## src/rtl/decode_stage_pkg.sv

```systemverilog
// Shared decode definitions: opcodes, control bundle layout,
// ALU op encodings and stage FSM states.
package decode_stage_pkg;

  localparam int CTRL_W = 12;

  localparam int C_REG2LOC  = 0;
  localparam int C_ALUSRC   = 1;
  localparam int C_MEM2REG  = 2;
  localparam int C_REGWR    = 3;
  localparam int C_MEMRD    = 4;
  localparam int C_MEMWR    = 5;
  localparam int C_ZBR      = 6;
  localparam int C_UBR      = 7;
  localparam int C_ALUOP    = 8;
  localparam int C_USESP    = 10;
  localparam int C_SETFLAGS = 11;

  localparam logic [1:0] ALU_PASS  = 2'b00;
  localparam logic [1:0] ALU_CMP   = 2'b01;
  localparam logic [1:0] ALU_ARITH = 2'b10;

  localparam logic [7:0]  HLT_OP  = 8'hD4;
  localparam logic [7:0]  CBZ_OP  = 8'hB4;
  localparam logic [5:0]  B_OP    = 6'h05;
  localparam logic [8:0]  MOVZ_OP = 9'h1A5;
  localparam logic [8:0]  SUB_OP  = 9'h1A2;
  localparam logic [8:0]  ADD_OP  = 9'h122;
  localparam logic [10:0] CMP_OP  = 11'h758;

  typedef enum logic [1:0] {
    RUN    = 2'd0,
    DRAIN  = 2'd1,
    HALTED = 2'd2
  } stateT;

endpackage

```

## src/rtl/decode_stage_ctrl_decode.sv

```systemverilog
// Combinational opcode decoder.
// Ports: instr in; ctrl bundle, isHalt, isIllegal out.
module ctrl_decode
  import decode_stage_pkg::*;
(
  input  logic [31:0]       instr,
  output logic [CTRL_W-1:0] ctrl,
  output logic              isHalt,
  output logic              isIllegal
);

  // Operand fields below the opcode are not decoded here.
  logic unusedBits;
  assign unusedBits = ^instr[20:0];

  // Opcode prefixes are mutually disjoint, so the
  // listed priority order is preserved by a unique case.
  always_comb begin
    ctrl      = '0;
    isHalt    = 1'b0;
    isIllegal = 1'b0;
    unique case (1'b1)
      (instr[31:24] == HLT_OP): isHalt = 1'b1;
      (instr[31:24] == CBZ_OP): begin
        ctrl[C_REG2LOC]    = 1'b1;
        ctrl[C_ZBR]        = 1'b1;
        ctrl[C_ALUOP +: 2] = ALU_CMP;
      end
      (instr[31:26] == B_OP): ctrl[C_UBR] = 1'b1;
      (instr[31:23] == MOVZ_OP): begin
        ctrl[C_REGWR]  = 1'b1;
        ctrl[C_ALUSRC] = 1'b1;
      end
      (instr[31:23] == SUB_OP),
      (instr[31:23] == ADD_OP): begin
        ctrl[C_ALUOP +: 2] = ALU_ARITH;
        ctrl[C_ALUSRC]     = 1'b1;
        ctrl[C_REGWR]      = 1'b1;
        ctrl[C_USESP]      = 1'b1;
      end
      (instr[31:21] == CMP_OP): ctrl[C_ALUOP +: 2] = ALU_CMP;
      default: isIllegal = 1'b1;
    endcase
  end

endmodule

```

## src/rtl/decode_stage.sv

```systemverilog
// Registered decode stage: decoder, output FIFO, halt FSM.
// Ports: in_* from fetch, out_* to execute, flush, pipe_idle,
// resume, halted; illegal when DECODE_ILLEGAL_EN is defined.
module decode_stage
  import decode_stage_pkg::*;
#(
  parameter int INSTR_W = 32,
  parameter int ADDR_W  = 64,
  parameter int DEPTH   = 2
) (
  input  logic               clk,
  input  logic               rst,
  input  logic               in_valid,
  output logic               in_ready,
  input  logic [INSTR_W-1:0] in_instr,
  input  logic [ADDR_W-1:0]  in_pc,
  output logic               out_valid,
  input  logic               out_ready,
  output logic [CTRL_W-1:0]  out_ctrl,
  output logic [ADDR_W-1:0]  out_pc,
  input  logic               flush,
  input  logic               pipe_idle,
  input  logic               resume,
  output logic               halted
`ifdef DECODE_ILLEGAL_EN
  ,
  output logic               illegal
`endif
);

  localparam int PTR_W = $clog2(DEPTH);

  logic [CTRL_W-1:0] decCtrl;
  logic              isHalt;
  logic              isIllegal;

  ctrl_decode uDec (
    .instr     (in_instr[31:0]),
    .ctrl      (decCtrl),
    .isHalt    (isHalt),
    .isIllegal (isIllegal)
  );

  logic [CTRL_W-1:0] ctrlMem [DEPTH];
  logic [ADDR_W-1:0] pcMem   [DEPTH];
  logic [PTR_W:0]    wrPtr;
  logic [PTR_W:0]    rdPtr;
  stateT             state;

  logic empty, full, accept, stopOp, push, pop;

  assign empty = (wrPtr == rdPtr);
  assign full  = (wrPtr[PTR_W] != rdPtr[PTR_W]) &&
                 (wrPtr[PTR_W-1:0] == rdPtr[PTR_W-1:0]);

  assign in_ready  = (state == RUN) && !full && !rst;
  assign accept    = in_valid && in_ready;
  assign out_valid = !empty;
  assign pop       = out_valid && out_ready;

`ifdef DECODE_ILLEGAL_EN
  assign stopOp = isHalt || isIllegal;
`else
  logic unusedIllegal;
  assign unusedIllegal = isIllegal;
  assign stopOp = isHalt;
`endif

  // Halt/illegal words never enter the queue; flush drops
  // whatever arrives alongside it.
  assign push = accept && !stopOp && !flush;

  // Gate the read port so idle outputs read as zero.
  assign out_ctrl = empty ? '0 : ctrlMem[rdPtr[PTR_W-1:0]];
  assign out_pc   = empty ? '0 : pcMem[rdPtr[PTR_W-1:0]];

  always_ff @(posedge clk) begin
    if (push) begin
      ctrlMem[wrPtr[PTR_W-1:0]] <= decCtrl;
      pcMem[wrPtr[PTR_W-1:0]]   <= in_pc;
    end
  end

  always_ff @(posedge clk) begin
    if (rst) begin
      wrPtr <= '0;
      rdPtr <= '0;
    end else if (flush) begin
      wrPtr <= '0;
      rdPtr <= '0;
    end else begin
      if (push) wrPtr <= wrPtr + 1'b1;
      if (pop)  rdPtr <= rdPtr + 1'b1;
    end
  end

  always_ff @(posedge clk) begin
    if (rst) begin
      state  <= RUN;
      halted <= 1'b0;
    end else begin
      unique case (state)
        RUN: begin
          if (accept && stopOp && !flush) state <= DRAIN;
        end
        DRAIN: begin
          if (empty && pipe_idle) begin
            state  <= HALTED;
            halted <= 1'b1;
          end
        end
        HALTED: begin
          if (resume) begin
            state  <= RUN;
            halted <= 1'b0;
          end
        end
        default: begin
          state  <= RUN;
          halted <= 1'b0;
        end
      endcase
    end
  end

`ifdef DECODE_ILLEGAL_EN
  always_ff @(posedge clk) begin
    if (rst) illegal <= 1'b0;
    else if (accept && isIllegal && !flush) illegal <= 1'b1;
  end
`endif

endmodule

```

## config.mk

```make
export PLATFORM = sky130hd
export DESIGN_NAME = decode_stage
export DESIGN_NICKNAME = d
export VERILOG_FILES = /design/src/rtl/decode_stage_pkg.sv /design/src/rtl/decode_stage_ctrl_decode.sv /design/src/rtl/decode_stage.sv
export SDC_FILE = /design/constraint.sdc
export NUM_CORES = 1
export LEC_CHECK = 0
export ABC_AREA = 1
export BUFFER_PORTS_ARGS = -buffer_cell sky130_fd_sc_hd__buf_2
export CAP_MARGIN = 10
export CORE_ASPECT_RATIO = 0.8
export CORE_MARGIN = 2
export CORE_UTILIZATION = 44
export CTS_CLUSTER_SIZE = 30
export DETAILED_ROUTE_END_ITERATION = 12
export PLACE_DENSITY = 0.82
export SYNTH_ARGS = -nofsm -noshare
export SYNTH_HDL_FRONTEND = slang
export SYNTH_SLANG_ARGS = --single-unit
export TNS_END_PERCENT = 20
```

## constraint.sdc

```tcl
create_clock -name clk -period 24.1 [get_ports clk]
set_input_delay 6.025 -clock clk [delete_from_list [all_inputs] [get_ports clk]]
set_output_delay 6.025 -clock clk [all_outputs]
set_load 0.02 [all_outputs]
```

==> results.ini, run 1 <==
[outcome]
status=complete, no violations

[sta]
final_max_slew_viol_count=0
fmax_mhz=78.5
fin_skew_ps=6.07
fin_crit_sh=0.529
rsz0062_at_grt=false
slew_headroom=0.191
hold_viol=0
tns_ps=0
period_needed_ps=12740
whs_ps=486
finalSetupViolations=0
worst_pin_slew_ps=1210
setup_slack_ps=11360

[worst_setup_path]
regToRegSetupSlack_ps=21540
reg2regPathDepth=9
cp-end-kind=primary output
crit_end=in_ready
critPathMaxFanout=5
worstReg2RegStart=wrPtr[0]
cp.arrival_ps=6720
cp-startpoint=rst
required_ps=18070
worstSetupStartpointType=primary input
regToRegEndpoint=pcMem[1][29]
critPathKind=primary input to primary output

[hold_path]
hp-class=flip-flop to flip-flop
worstHoldStart=halted
whs_path_depth=2

[clocking]
cts.repair.resized=0
cts_tree=yes
cts_sinks=146
cts-htree-levels=4
insertion_delay_ps=410
hold_buffers=0
cts_made_buffers=17
cts_setup_buffers=0
cts_buffer_depth=2
clk_pin_slew_ps=50
cts_root_buffer=clkbuf_16

[synthesis]
ys_seq_area_frac=0.743
synth-warning-count=0
ys_types=26
synth_top_area_share=0.715
synthCells=471
synth_top_cell_by_area=edfxtp_1
synthTopCellsByArea=edfxtp_1 72%, nand2_1 10%, a21oi_1 6.2%
avgSynthCellArea_um2=12.3
ys_seq_elements=146
syn-cell-area_um2=5790

[placement]
hpwlAfterDp_um=7460
port_buffers=156
place.gp.congestion=0.903
post-place-ws_ps=11350
postPlaceCellArea_um2=6630

[die]
fp.coreArea_um2=12900
rows=37
die_area_um2=14100
initial_core_util=0.450
pin_count=182
dieHeight_um=107
die_x_um=132

[layout]
multi_input_area_um2=1220
final_nets=727
antennaDiodeCount=0
finish.instance_area_um2=7160
drive_gt1_frac=0.304
syn_to_final_growth_pct=23.7
fillers=1096
regArea_um2=4310

[grt]
grt_max_degree=72
first_global_vias=3990
grt.total_usage=0.176
overflow=0
antenna_found_initial=0
grt_pass1_wl_um=19300

[power_and_ir_drop]
p_leak_nw=2.94
power_density_nw_per_um2=76.3
ir_worst_vdd_uv=52.4
total_power_mw=0.546

[flow_run]
max_cap_violations=0

[drt]
drt_iter0_markers=347
vias_per_cell=4.81
drc=0
postRouteAntennaNets=0
totalWireLength_um=11900
wl_per_cell_um=14.7
drt_first_pass_iters=4
vias=3897

layout by cell type, fill, tap and decap left out:
cell        synthesis  final
nand2_1           161    161
buf_2               1    156
edfxtp_1          138    138
a21oi_1            72     72
inv_1              18     17
clkbuf_16           0     17
nor2_1             14     14
nand3_1             8      8
dfxtp_1             8      7
clkbuf_1           11      5
nor4_1              4      4
nand2_2             4      4
conb_1              1      4
buf_4              10      4
clkinv_1            0      3
inv_2               1      2
nor3_1              3      2
a21o_1              2      2
o21ai_0             2      2
clkinv_2            0      2
bufinv_16           0      2
inv_4               1      1
nand3_4             1      1
nor3_2              0      1
and2_1              1      1
nor2_4              1      1
xor2_1              1      1
nand4_1             1      1
dfxtp_2             0      1
clkinvlp_4          0      1
how the worst min path moves through the flow:
stage	endpoint	slack, ps
3_5_place_dp	halted	470
4_1_cts	halted	480
3_3_place_gp	halted	450
6_report	halted	490
2_1_floorplan	wrPtr[1]	480
5_1_grt	halted	500
cell usage after synthesis:
cell type	instances
nand3_1	8
inv_1	18
buf_4	10
buf_6	4
nor4_1	4
o21ai_0	2
nand2_2	4
a21o_1	2
xor2_1	1
nor2_1	14
buf_2	1
conb_1	1
nand4_1	1
nor3_1	3
nand2_1	161
dfxtp_1	8
clkbuf_8	2
inv_4	1
inv_2	1
a21oi_1	72
edfxtp_1	138
nor2_4	1
clkbuf_1	11
nand3_4	1
buf_8	1
and2_1	1
routing by layer:
metal	track usage	vias to the layer above	wire (um)
met5	0	-	0
met4	0.0599	0	146
met3	0.0634	16	712
met2	0.301	135	5990
met1	0.207	1824	5080
li1	-	1922	-
cell type report:
| class | instances | share of cell area |
|---|---|---|
| clock buffer | 22 | 0.0620 |
| timing repair buffer | 160 | 0.113 |
| sequential | 146 | 0.601 |
| clock inverter | 8 | 0.0124 |
| inverter | 20 | 0.0108 |
| multi-input combinational | 279 | 0.170 |
| tap | 175 | 0.0306 |
kinds of logic (layout without fill, tap and decap cells):
group	count (synthesis)	count (layout)	synth area share
and+or+nand+nor	198	198	0.139
DFF	146	146	0.743
AOI/OAI and AO/OA	76	76	0.0665
buffers and inverters	49	210	0.0495
other	1	4	0.000647
xor gates and xnor gates	1	1	0.00151
per-stage QoR:
step / cells / util
2_1_floorplan: 474 / -
3_3_place_gp: 780 / 0.515
3_5_place_dp: 780 / 0.515
4_1_cts: 810 / 0.557
5_1_grt: 810 / 0.557
6_report: 810 / 0.557
worst max-delay path, stage by stage:
cell and delay (ps):
buf_2 130, nor2_1 230, and2_1 180, buf_2 160
power breakdown:
group	leakage, nW	switching [mW]	internal [mW]
sequential	1.32	0.00110	0.282
clock	0.256	0.0905	0.150
combinational	1.36	0.0149	0.00846
total	2.94	0.107	0.440
registers in the layout, indices dropped and copies added, names as in the netlist, named ones only:
signal   count
rdPtr        2
ctrlMem     10
wrPtr        2
halted       1
state        2
pcMem      128
Note: power is estimated with default switching activity, not from simulation.
==> run 2, diff against run 1 <==
--- a/config.mk
+++ b/config.mk
@@ -13,7 +13,7 @@
 export CORE_UTILIZATION = 44
 export CTS_CLUSTER_SIZE = 30
 export DETAILED_ROUTE_END_ITERATION = 12
-export PLACE_DENSITY = 0.82
+export PLACE_DENSITY = 0.85
 export SYNTH_ARGS = -nofsm -noshare
 export SYNTH_HDL_FRONTEND = slang
 export SYNTH_SLANG_ARGS = --single-unit
==> constraint.sdc (replaced) <==
create_clock -name clk -period 10.2 [get_ports clk]
set_input_delay 2.55 -clock clk [delete_from_list [all_inputs] [get_ports clk]]
set_output_delay 2.55 -clock clk [all_outputs]
set_load 0.02 [all_outputs]
==> run 2 against run 1 <==
- sequential power rose by 140%
- register-to-register slack worse by 14000 ps
- final area shrank 0.16%
- global-route usage rose by 0.24 points
- flip-flop and latch count unchanged
- largest power group unchanged
- wire length increased by 1.5%
- combinational power grew 140%
- first-iteration DRC count shrank 33%
- clock power rose by 130%
- largest cell class unchanged
- clock-buffer cell count stayed put
- cell count is the same
==> results.ini, run 2 (synthesized netlist as in run 1, its figures left out) <==
[power_and_ir_drop]
ir_worst_vdd_uv=177
power_density_nw_per_um2=177
p_leak_nw=2.94
total_power_mw=1.27

[sta]
rsz0062_at_grt=false
period_needed_ps=5760
tns_ps=0
setup_slack_ps=4440
fmax_mhz=173
finalSetupViolations=0
hold_viol=0
final_max_slew_viol_count=0
fin_crit_sh=0.565
worst_pin_slew_ps=919
fin_skew_ps=7.07
slew_headroom=0.387

[worst_setup_path]
slowest_delay_ps=220
worstReg2RegStart=wrPtr[0]
critPathMaxFanout=5
cp-startpoint=rst
worstSetupStartpointType=primary input
cp_cell_sequence=buf_2 -> nor2_1 -> and2_1 -> buf_2
critPathKind=primary input to primary output
crit_path_frequent_cell=buf_2
cp-end-kind=primary output
cp.arrival_ps=3210
required_ps=7650
cpMaxStageDelayCell=nor2_1

[grt]
first_global_vias=4038
grt.busiest_layer=met2
use_met3=0.0558
grt.total_usage=0.178
gr-usage-met2=0.299
grt_pass1_wl_um=19600
grt_use_met1=0.220
grt_max_degree=72
overflow=0
antenna_found_initial=0

[layout]
layout_common_cells=161 x nand2_1, 156 x buf_2, 138 x edfxtp_1
syn_to_final_growth_pct=23.5
multi_input_area_um2=1220
stdcell_count=810
final_nets=727
fillers=1094
largest_reg_flops=128
utilization=0.556
drive_gt1_frac=0.306
final_common_cell=nand2_1
regArea_um2=4310
antennaDiodeCount=0

[clocking]
cts_root_buffer=clkbuf_16
cts_tree=yes
cts_sinks=146
hold_buffers=0
cts.repair.resized=0
cts-htree-levels=4
cts_buffer_depth=2
clk_pin_slew_ps=60
insertion_delay_ps=400
cts_setup_buffers=0
cts_made_buffers=17

[drt]
drt_first_pass_iters=4
vias_per_cell=4.96
drc=0
vias=4015
wl_per_cell_um=14.9
totalWireLength_um=12100
drt_iter0_markers=233
postRouteAntennaNets=0

[placement]
hpwlAfterDp_um=7600
place.gp.congestion=0.891
dp_cells=779
post-place-ws_ps=4440
port_buffers=156

[hold_path]
worstHoldStart=halted
hp-class=flip-flop to flip-flop

[flow_run]
max_cap_violations=0

[die]
die_x_um=132
rows=37
die_area_um2=14100
fp.coreArea_um2=12900
dieHeight_um=107
initial_core_util=0.450
pin_count=182

[outcome]
status=complete, no violations

run 2: cell count changes in the layout (fill, tap and decap cells not counted):
cell       before  now
clkinv_2        2    4
buf_12          0    1
buf_4           4    3
bufinv_16       2    1
clkinv_1        3    2
run 2: layout make-up:
class                           count  area share
Inverter                           20      0.0108
Tap cell                          175      0.0306
Clock buffer                       22      0.0621
Timing Repair Buffer              160       0.115
Clock inverter                      8     0.00910
Sequential cell                   146       0.602
Multi-Input combinational cell    279       0.170
run 2: per-layer routing:
layer  vias up  wire [um]
li1       1919          -
met1      1899       4860
met2       186       6260
met3        11        876
met4         0        102
met5         -          0
run 2: path summary, 6_finish.rpt:
| kind | end | slack [ps] | cells past startpoint |
|---|---|---|---|
| worst max-delay path | in_ready | 4440 | 4 |
| worst min-delay path | halted | 490 | 2 |
| worst max register to register | ctrlMem[1][3] | 7630 | 9 |
| worst min register to register | halted | 490 | 2 |
run 2: metrics by stage:
stage / hold slack, ps / area, um^2
final: 489 / 7150
after global routing: 531 / 7150
after CTS: 485 / 7130
after detailed placement: 477 / 6620
after global placement: 452 / 6620
after floorplan: 482 / 5800
run 2: power breakdown:
part / internal, mW / total (mW) / switching [mW]
registers: 0.666 / 0.668 / 0.00230
logic: 0.0199 / 0.0560 / 0.0361
clock network: 0.329 / 0.541 / 0.212
run 2: critical path: cells and delay by family:
| kind | cells | cell delay [ps] |
|---|---|---|
| AND/OR/NAND/NOR | 2 | 380 |
| buffers and inverters | 2 | 290 |
==> run 3, diff against run 2 <==
==> constraint.sdc (replaced) <==
create_clock -name clk -period 4.8 [get_ports clk]
set_input_delay 1.2 -clock clk [delete_from_list [all_inputs] [get_ports clk]]
set_output_delay 1.2 -clock clk [all_outputs]
set_load 0.02 [all_outputs]
==> run 3 against run 2 <==
- worst setup slack lost 3000 ps
- sequential share of layout area shrank 0.15 points
- sequential power grew 110%
- critical path depth grew 2
- utilization grew 0.14 points
- global-route usage grew 0.15 points
- power grew 110%
- critical endpoint is now out_ctrl[6]
- highest routed layer unchanged
==> results.ini, run 3 (synthesized netlist as in run 1, its figures left out) <==
[layout]
syn_to_final_growth_pct=23.8
fillers=1067
antennaDiodeCount=0
final_common_cell=nand2_1
multi_input_area_um2=1220
stdcell_count=812
final_nets=728
utilization=0.557
regArea_um2=4310
layout_common_cells=161 x nand2_1, 156 x buf_2, 138 x edfxtp_1
largest_reg_flops=128
drive_gt1_frac=0.308
finish.instance_area_um2=7170

[grt]
antenna_found_initial=1
grt_pass1_wl_um=19500
first_global_vias=3992
grt_max_degree=72
overflow=0
grt.total_usage=0.180

[sta]
rsz0062_at_grt=false
fmax_mhz=296
period_needed_ps=3380
tns_ps=0
setup_slack_ps=1420
hold_viol=0
slew_headroom=0.472
final_max_slew_viol_count=0
fin_skew_ps=8.79
worst_pin_slew_ps=791
fin_crit_sh=0.705
finalSetupViolations=0
whs_ps=480

[worst_setup_path]
required_ps=3600
critPathKind=flip-flop to primary output
cp.arrival_ps=2180
cp-startpoint=wrPtr[0]
critPathMaxFanout=71
worstReg2RegStart=wrPtr[0]
worstSetupStartpointType=flip-flop
cp-end-kind=primary output

[drt]
drt_iter0_markers=224
totalWireLength_um=12400
vias=3998
drc=0
wl_per_cell_um=15.2
postRouteAntennaNets=0
drt_first_pass_iters=5
vias_per_cell=4.92

[placement]
postPlaceCellArea_um2=6650
dp_cells=780
place.gp.congestion=0.889
hpwlAfterDp_um=7690
post-place-ws_ps=1530
port_buffers=156

[hold_path]
hp-class=flip-flop to flip-flop
worstHoldStart=halted

[clocking]
cts_setup_buffers=0
cts-htree-levels=4
cts_made_buffers=17
cts_tree=yes
cts_root_buffer=clkbuf_16
hold_buffers=0
insertion_delay_ps=410
cts_sinks=146
clk_pin_slew_ps=60
cts.repair.resized=0
cts_buffer_depth=2

[die]
die_area_um2=14100
die_x_um=132
rows=37
initial_core_util=0.450
fp.coreArea_um2=12900
pin_count=182
dieHeight_um=107

[outcome]
status=complete, no violations

[power_and_ir_drop]
total_power_mw=2.66
power_density_nw_per_um2=371
p_leak_nw=2.93
ir_worst_vdd_uv=312

[flow_run]
max_cap_violations=0

==> run 3: final timing paths <==
check | endpoint | depth (start not counted) | slack (ps)
hold reg to reg | halted | 2 | 480
setup reg to reg | pcMem[1][3] | 9 | 2450
setup / recovery | out_ctrl[6] | 6 | 1420
hold / removal | halted | 2 | 480
==> run 3: report_power, final <==
| part | internal (mW) | switching (mW) | total, mW | leakage (nW) |
|---|---|---|---|---|
| Combinational | 0.0429 | 0.0766 | 0.120 | 1.38 |
| Sequential | 1.41 | 0.00504 | 1.42 | 1.32 |
| Clock | 0.644 | 0.480 | 1.12 | 0.233 |
==> run 3: area by class of cell <==
| cell class | count | area share |
|---|---|---|
| repair buffers | 161 | 0.118 |
| flip-flops and latches | 146 | 0.601 |
| inverters | 20 | 0.0108 |
| multi-input cells | 279 | 0.171 |
| clock buffers | 18 | 0.0599 |
| clock inverters | 13 | 0.00995 |
| well taps | 175 | 0.0305 |
==> run 3: metal layers <==
layer | vias up | global-route usage | share of wire
li1 | 1922 | - | -
met1 | 1904 | 0.210 | 0.41
met2 | 153 | 0.305 | 0.50
met3 | 19 | 0.0610 | 0.076
met4 | 0 | 0.0783 | 0.014
met5 | - | 0 | 0
==> run 3: critical path, cell delays in order (launching register included) <==
cell and delay, ps:
dfxtp_1 470, nand2_1 110, nand2_2 110, nand2_2 100
inv_4 520, a21oi_1 140, buf_2 210
